<file path="src/rtl/chol_pkg.sv">
// chol_pkg: shared definitions for the 2x2 Cholesky datapath blocks.
//   - Q16.16 word geometry and saturation limits
//   - packed-field offsets of the 96-bit L / A buses
//   - FSM state encoding for chol_llt_2
//   - saturation helpers used by the multiplier and the A22 adder
package chol_pkg;

  localparam int FRAC_BITS = 16;
  localparam int WORD      = 32;

  localparam logic [WORD-1:0] Q_MAX = 32'h7FFF_FFFF;
  localparam logic [WORD-1:0] Q_MIN = 32'h8000_0000;

  // Field offsets within the packed 96-bit buses (L11/A11, L21/A21, L22/A22)
  localparam int F11_LSB = 0;
  localparam int F21_LSB = 32;
  localparam int F22_LSB = 64;

  typedef enum logic [2:0] {
    S_IDLE  = 3'd0,
    S_ISSUE = 3'd1,
    S_DRAIN = 3'd2,
    S_SUM   = 3'd3,
    S_DONE  = 3'd4
  } state_t;

  // Q32.32 product -> Q16.16. Taking bits [47:16] drops fraction bits,
  // which for two's complement is truncation toward -inf. The result is
  // representable only when bits [63:47] are a pure sign extension.
  function automatic logic [WORD-1:0] sat_prod(input logic [63:0] p);
    logic [WORD-1:0] res;
    if ((&p[63:47]) || !(|p[63:47])) res = p[47:16];
    else if (p[63])                  res = Q_MIN;
    else                             res = Q_MAX;
    return res;
  endfunction

  // 33-bit signed add of two Q16.16 words, clamped back to 32 bits.
  function automatic logic [WORD-1:0] sat_add(input logic [WORD-1:0] a,
                                              input logic [WORD-1:0] b);
    logic [WORD:0]   s;
    logic [WORD-1:0] res;
    s = {a[WORD-1], a} + {b[WORD-1], b};
    if (s[WORD] == s[WORD-1]) res = s[WORD-1:0];
    else if (s[WORD])         res = Q_MIN;
    else                      res = Q_MAX;
    return res;
  endfunction

endpackage

</file>
<file path="src/rtl/chol_fx_mult.sv">
// chol_fx_mult: pipelined signed 32x32 multiplier producing saturated Q16.16.
//   clk, rst_n  : clock, async active-low reset (clears all pipeline state)
//   i_valid     : operand pair present this cycle
//   i_tag       : 2-bit index carried alongside the operands
//   i_a, i_b    : Q16.16 signed operands
//   o_valid     : result present
//   o_tag       : index of the result
//   o_res       : saturated Q16.16 product
// Operands are registered on the issue edge, then the product passes
// through MULT_LAT register stages; o_* reflects the last stage.
module chol_fx_mult
  import chol_pkg::*;
#(
  parameter int MULT_LAT = 4
) (
  input  logic            clk,
  input  logic            rst_n,
  input  logic            i_valid,
  input  logic [1:0]      i_tag,
  input  logic [WORD-1:0] i_a,
  input  logic [WORD-1:0] i_b,
  output logic            o_valid,
  output logic [1:0]      o_tag,
  output logic [WORD-1:0] o_res
);

  logic signed [WORD-1:0] r_a;
  logic signed [WORD-1:0] r_b;
  logic                   r_v;
  logic [1:0]             r_t;
  logic signed [63:0]     r_p  [MULT_LAT];
  logic                   r_pv [MULT_LAT];
  logic [1:0]             r_pt [MULT_LAT];
  logic signed [63:0]     w_prod;

  assign w_prod = 64'(r_a) * 64'(r_b);

  always_ff @(posedge clk or negedge rst_n) begin
    if (!rst_n) begin
      r_a <= '0;
      r_b <= '0;
      r_v <= 1'b0;
      r_t <= '0;
      for (int i = 0; i < MULT_LAT; i++) begin
        r_p[i]  <= '0;
        r_pv[i] <= 1'b0;
        r_pt[i] <= '0;
      end
    end else begin
      r_a     <= i_a;
      r_b     <= i_b;
      r_v     <= i_valid;
      r_t     <= i_tag;
      r_p[0]  <= w_prod;
      r_pv[0] <= r_v;
      r_pt[0] <= r_t;
      for (int i = 1; i < MULT_LAT; i++) begin
        r_p[i]  <= r_p[i-1];
        r_pv[i] <= r_pv[i-1];
        r_pt[i] <= r_pt[i-1];
      end
    end
  end

  assign o_valid = r_pv[MULT_LAT-1];
  assign o_tag   = r_pt[MULT_LAT-1];
  assign o_res   = sat_prod(r_p[MULT_LAT-1]);

endmodule

</file>
<file path="src/rtl/chol_llt_2.sv">
// chol_llt_2: rebuilds A = L*L^T for a 2x2 lower Cholesky factor (Q16.16).
//   clk, rst_n  : clock, async active-low reset
//   i_l         : packed L {L22, L21, L11}
//   i_l_valid   : L offered this cycle
//   o_l_ready   : L accepted (S_IDLE only, and never during/at reset)
//   o_a         : packed A {A22, A21, A11}
//   o_a_valid   : A held valid until consumed
//   i_a_ready   : downstream consumes A
//   o_state     : current FSM state (debug)
// Handshake rule (both sides): a transfer happens on a rising edge where
// valid and ready are both high; the producer holds data stable while
// valid is high and ready is low.
// Four products share one multiplier: L11*L11, L21*L11, L21*L21,
// L22*L22, tagged 0..3. Products are collected by tag whenever they
// emerge (even while still issuing, for short pipelines).
module chol_llt_2
  import chol_pkg::*;
#(
  parameter int MULT_LAT = 4
) (
  input  logic          clk,
  input  logic          rst_n,
  input  logic [95:0]   i_l,
  input  logic          i_l_valid,
  output logic          o_l_ready,
  output logic [95:0]   o_a,
  output logic          o_a_valid,
  input  logic          i_a_ready,
  output state_t        o_state
);

  state_t          r_state;
  state_t          w_next;
  logic            r_live;     // low until the first edge after reset release
  logic [WORD-1:0] r_l11;
  logic [WORD-1:0] r_l21;
  logic [WORD-1:0] r_l22;
  logic [1:0]      r_idx;
  logic [WORD-1:0] r_prod [4];
  logic [95:0]     r_a;
  logic            r_a_valid;

  logic            w_l_ready;
  logic            w_iss_valid;
  logic [WORD-1:0] w_iss_a;
  logic [WORD-1:0] w_iss_b;
  logic            w_m_valid;
  logic [1:0]      w_m_tag;
  logic [WORD-1:0] w_m_res;

  // State register
  always_ff @(posedge clk or negedge rst_n) begin
    if (!rst_n) r_state <= S_IDLE;
    else        r_state <= w_next;
  end

  // Next-state logic
  always_comb begin
    w_next = r_state;
    case (r_state)
      S_IDLE:  if (i_l_valid && r_live)            w_next = S_ISSUE;
      S_ISSUE: if (r_idx == 2'd3)                  w_next = S_DRAIN;
      S_DRAIN: if (w_m_valid && w_m_tag == 2'd3)   w_next = S_SUM;
      S_SUM:                                       w_next = S_DONE;
      S_DONE:  if (i_a_ready)                      w_next = S_IDLE;
      default:                                     w_next = S_IDLE;
    endcase
  end

  // Output logic: ready and operand selection for the shared multiplier
  always_comb begin
    w_l_ready   = 1'b0;
    w_iss_valid = 1'b0;
    w_iss_a     = '0;
    w_iss_b     = '0;
    case (r_state)
      S_IDLE:  w_l_ready = r_live;
      S_ISSUE: begin
        w_iss_valid = 1'b1;
        case (r_idx)
          2'd0:    begin w_iss_a = r_l11; w_iss_b = r_l11; end
          2'd1:    begin w_iss_a = r_l21; w_iss_b = r_l11; end
          2'd2:    begin w_iss_a = r_l21; w_iss_b = r_l21; end
          default: begin w_iss_a = r_l22; w_iss_b = r_l22; end
        endcase
      end
      default: ;
    endcase
  end

  chol_fx_mult #(.MULT_LAT(MULT_LAT)) u_mult (
    .clk     (clk),
    .rst_n   (rst_n),
    .i_valid (w_iss_valid),
    .i_tag   (r_idx),
    .i_a     (w_iss_a),
    .i_b     (w_iss_b),
    .o_valid (w_m_valid),
    .o_tag   (w_m_tag),
    .o_res   (w_m_res)
  );

  // Datapath registers
  always_ff @(posedge clk or negedge rst_n) begin
    if (!rst_n) begin
      r_live    <= 1'b0;
      r_l11     <= '0;
      r_l21     <= '0;
      r_l22     <= '0;
      r_idx     <= '0;
      for (int i = 0; i < 4; i++) r_prod[i] <= '0;
      r_a       <= '0;
      r_a_valid <= 1'b0;
    end else begin
      r_live <= 1'b1;
      if (r_state == S_IDLE && i_l_valid && r_live) begin
        r_l11 <= i_l[F11_LSB +: WORD];
        r_l21 <= i_l[F21_LSB +: WORD];
        r_l22 <= i_l[F22_LSB +: WORD];
        r_idx <= '0;
      end
      if (r_state == S_ISSUE) r_idx <= r_idx + 2'd1;
      if (w_m_valid) r_prod[w_m_tag] <= w_m_res;
      if (r_state == S_SUM) begin
        r_a[F11_LSB +: WORD] <= r_prod[0];
        r_a[F21_LSB +: WORD] <= r_prod[1];
        r_a[F22_LSB +: WORD] <= sat_add(r_prod[2], r_prod[3]);
        r_a_valid            <= 1'b1;
      end
      if (r_state == S_DONE && i_a_ready) r_a_valid <= 1'b0;
    end
  end

  assign o_l_ready = w_l_ready;
  assign o_a       = r_a;
  assign o_a_valid = r_a_valid;
  assign o_state   = r_state;

endmodule

</file>
<file path="config.mk">
export PLATFORM = sky130hd
export DESIGN_NAME = chol_llt_2
export DESIGN_NICKNAME = d
export VERILOG_FILES = /design/src/rtl/chol_pkg.sv /design/src/rtl/chol_fx_mult.sv /design/src/rtl/chol_llt_2.sv
export SDC_FILE = /design/constraint.sdc
export NUM_CORES = 2
export LEC_CHECK = 0
export BUFFER_PORTS_ARGS = -buffer_cell sky130_fd_sc_hd__buf_2
export CAP_MARGIN = 10
export CELL_PAD_IN_SITES_DETAIL_PLACEMENT = 0
export CELL_PAD_IN_SITES_GLOBAL_PLACEMENT = 1
export CORE_UTILIZATION = 50
export CTS_BUF_LIST = sky130_fd_sc_hd__clkbuf_8
export DETAILED_ROUTE_END_ITERATION = 6
export PLACE_DENSITY = 0.79
export SYNTH_ARGS = -nofsm -noshare
export SYNTH_HDL_FRONTEND = slang
export SYNTH_SLANG_ARGS = --single-unit
</file>
<file path="constraint.sdc">
create_clock -name clk -period 12.59 [get_ports clk]
set_input_delay 2.518 -clock clk [delete_from_list [all_inputs] [get_ports clk]]
set_output_delay 2.518 -clock clk [all_outputs]
set_load 0.005 [all_outputs]
</file>
==> flow_metrics.env <==
export IMPL_outcome="completed"
export IMPL_yosys_warnings=0
export IMPL_fill_cells=10200
export IMPL_start_util_pct=50.6
export IMPL_clock_sinks=598
export IMPL_cts_setup_buffers=0
export IMPL_die_h_um=340
export IMPL_whs_ns=0.310
export IMPL_dieArea_mm2=0.116
export IMPL_grt_max_degree=167
export IMPL_synth_top_cell_by_area="fa_1"
export IMPL_peakVddDrop_mv=0.186
export IMPL_cts_tree="done"
export IMPL_drv_slew=0
export IMPL_htreeDepth=3
export IMPL_finalClockSkew_ns=0.0663
export IMPL_clkPwrFrac_pct=12.1
export IMPL_worst_pin_slew_ns=1.31
export IMPL_synth_common_cells="fa_1 (1082), inv_1 (966), nand2_1 (854)"
export IMPL_drt_wl_total_um=145000
export IMPL_vias_per_cell=5.30
export IMPL_netlist_area_mm2=0.0572
export IMPL_insertion_delay_ns=0.77
export IMPL_synthesis_nets=6922
export IMPL_synth_cell_types=71
export IMPL_reg2reg_setup_slack_ns=3.61
export IMPL_r2r_cells=24
export IMPL_crit_required_ns=13.23
export IMPL_switching_share_pct=48.3
export IMPL_grt_pass1_wl_um=233000
export IMPL_internal_power_mw=7.36
export IMPL_core_rowCount=123
export IMPL_cts_buffer_depth=3
export IMPL_synth_top_area_share_pct=37.9
export IMPL_ys_ff_latch=598
export IMPL_drcViolationCount=0
export IMPL_first_pass_iters=5
export IMPL_relSlewSlack_pct=12.5
export IMPL_synth_seq_area_share_pct=26.2
export IMPL_port_buffers=200
export IMPL_p_sw_mw=6.87
export IMPL_crit_fanout=32
export IMPL_rsz0062_at_grt="false"
export IMPL_critPathKind="flop to flop"
export IMPL_antenna_found_initial=4
export IMPL_track_usage_pct=25.9
export IMPL_finalHoldViolations=0
export IMPL_num_vias=38100
export IMPL_grt_remaining_overflow=0
export IMPL_startpoint="u_mult.r_a[31]"
export IMPL_cts_root_buffer="clkbuf_8"
export IMPL_gp_congestion=0.895
export IMPL_cts_made_buffers=98
export IMPL_power_density_mw_per_mm2=231
export IMPL_fmax_mhz=111
export IMPL_syn_to_final_growth_pct=7.87
export IMPL_drt_iter0_drc=2241
export IMPL_synth_async_sr_flop_share_pct=100
export IMPL_path_clk_slew_ns=0.10
export IMPL_nets=7008
export IMPL_fin_crit_sh_pct=71.4
export IMPL_grt_pass1_vias=41200
export IMPL_timing_rr_end="u_mult.r_p[255]"
export IMPL_yosysMostFrequentCell="fa_1"
export IMPL_layout_min_cycle_time_ns=8.98
export IMPL_ios=201
export IMPL_dieWidth_um=340
export IMPL_comb_power_share_pct=64.4
export IMPL_netlist_instances=5524
export IMPL_r2r_start="u_mult.r_a[31]"
export IMPL_ys_flop_type="dfrtp_1"
export IMPL_cp_end_kind="flop"
export IMPL_cp_endpoint="u_mult.r_p[255]"
export IMPL_routedWlPerCell_um=20.2
export IMPL_synth_avg_cell_area_um2=10.4
export IMPL_dp_final_hpwl_um=108000
export IMPL_ant_nets=0
export IMPL_core_area_mm2=0.113
export IMPL_drv_cap=0
export IMPL_hold_class="flop to flop"
export IMPL_drive_above_1_share_pct=10.1
export IMPL_synth_edf_count=0
export IMPL_cp_start_kind="flop"
export IMPL_setup_viol=0
export IMPL_yosys_top_cells_area="fa_1 (38%), dfrtp_1 (26%), inv_1 (6.3%), nand2_1 (5.6%), and2_1 (5.5%)"
export IMPL_fin_setup_tns_ns=0
export IMPL_p_seq_share_pct=23.4
export IMPL_p_leak_nw=31.4
export IMPL_cts_resized=0
export IMPL_crit_arrival_ns=9.63
export IMPL_ctsHoldBuffers=0
## how the worst min path moves through the flow
stage,startpoint,end,depth (start not counted)
after detailed placement,u_mult.r_p[168],u_mult.r_p[104],0
final,u_mult.r_p[213],u_mult.r_p[149],0
after floorplan,u_mult.r_pt[2],u_mult.o_tag[0],0
after global placement,u_mult.r_p[249],u_mult.r_p[185],0
after CTS,u_mult.r_p[98],u_mult.r_p[34],0
after global routing,u_mult.r_p[98],u_mult.r_p[34],0
## registers in the layout, indices dropped and copies added, names as in the netlist, 6 cells and up
register	flops
u_mult.r_p	192
r_l22	32
r_l21	32
o_a	96
u_mult.r_b	32
r_prod	128
u_mult.r_pt	6
r_l11	32
u_mult.r_a	32
## per-stage QoR
step | total power [mW] | std cells | cell area, µm² | worst slack (ns) | utilization, %
after global routing | 15.6 | 7192 | 61700 | 3.08 | 54.6
after CTS | 14.3 | 7190 | 61700 | 3.55 | 54.6
after global placement | 12.3 | 7009 | 59600 | 3.63 | 52.8
after floorplan | 9.74 | 5524 | 57200 | 4.85 | -
final | 14.2 | 7192 | 61700 | 3.61 | 54.6
after detailed placement | 12.5 | 7009 | 59600 | 3.52 | 52.8
## routing by layer
metal / track usage [%] / up-vias / wire length, µm
met2: 42.7 / 1216 / 69900
met4: 6.65 / 4 / 3520
met3: 4.14 / 238 / 9360
met5: 0 / - / 22
li1: - / 16800 / -
met1: 36.1 / 19900 / 62100
## cell families after synthesis
kind of cell,after synthesis,share of synthesized area (%)
simple gates,1642,13.6
fa+ha+maj,1298,42.6
buf+inv,1265,8.35
flops,598,26.2
compound gates,527,5.85
mux,101,1.99
xor+xnor,92,1.44
other cells,1,0.00656
## cell type report
cell class | count | area (µm²) | share of cell area [%]
antenna | 1 | 2.50 | 0.00406
clock buffer | 119 | 1640 | 2.66
clock inverter | 62 | 395 | 0.641
inverter | 966 | 3630 | 5.88
multi-input combinational | 3661 | 37500 | 60.8
sequential | 598 | 15000 | 24.3
tap | 1500 | 1880 | 3.04
timing repair buffer | 285 | 1680 | 2.73
## power by group through the flow
| stage | Combinational (mW) | Sequential [mW] | Clock, mW |
|---|---|---|---|
| 6_report | 9.16 | 3.33 | 1.73 |
| 2_1_floorplan | 6.53 | 3.21 | 0 |
| 5_1_grt | 10.3 | 3.44 | 1.87 |
| 3_5_place_dp | 9.13 | 3.38 | 0 |
| 4_1_cts | 9.18 | 3.34 | 1.79 |
| 3_3_place_gp | 8.96 | 3.33 | 0 |
## layout by cell type, fill, tap and decap left out, types with 11 or more instances in the layout
| cell type | Yosys | layout |
|---|---|---|
| buf_2 | 1 | 199 |
| nor2_1 | 151 | 149 |
| o21ai_0 | 162 | 162 |
| and2_1 | 506 | 506 |
| fa_1 | 1082 | 1082 |
| a31oi_1 | 11 | 11 |
| nand2b_1 | 12 | 12 |
| a21o_1 | 61 | 61 |
| and3_1 | 12 | 12 |
| nand3_1 | 20 | 19 |
| nand4_1 | 13 | 13 |
| o21ai_2 | 11 | 11 |
| nor2b_1 | 39 | 39 |
| mux2_2 | 101 | 101 |
| buf_4 | 1 | 83 |
| inv_1 | 966 | 1006 |
| xor2_1 | 24 | 24 |
| dfrtp_1 | 598 | 593 |
| a21oi_1 | 133 | 133 |
| xnor2_1 | 67 | 67 |
| o21ai_1 | 18 | 18 |
| clkbuf_8 | 0 | 119 |
| nand2_1 | 854 | 853 |
| a211oi_1 | 11 | 11 |
| a221oi_1 | 64 | 64 |
| ha_1 | 216 | 215 |
## critical path, cell delays in order, from the launching register on
cell and delay [ns]:
dfrtp_1 1.11, nand2_1 0.33, inv_1 0.17, fa_1 0.39, inv_1 0.23, fa_1 0.46
inv_1 0.21, fa_1 0.50, fa_1 0.81, inv_1 0.37, fa_1 0.58, inv_1 0.06
fa_1 0.56, fa_1 0.44, fa_1 0.48, ha_1 0.40, a21o_1 0.14, a21oi_1 0.07
and2_1 0.16, a22o_1 0.19, a31o_2 0.24, o311a_1 0.41, o21ai_2 0.26, a311oi_1 0.15
xnor2_1 0.14
Note: power is estimated with default switching activity, not from simulation.
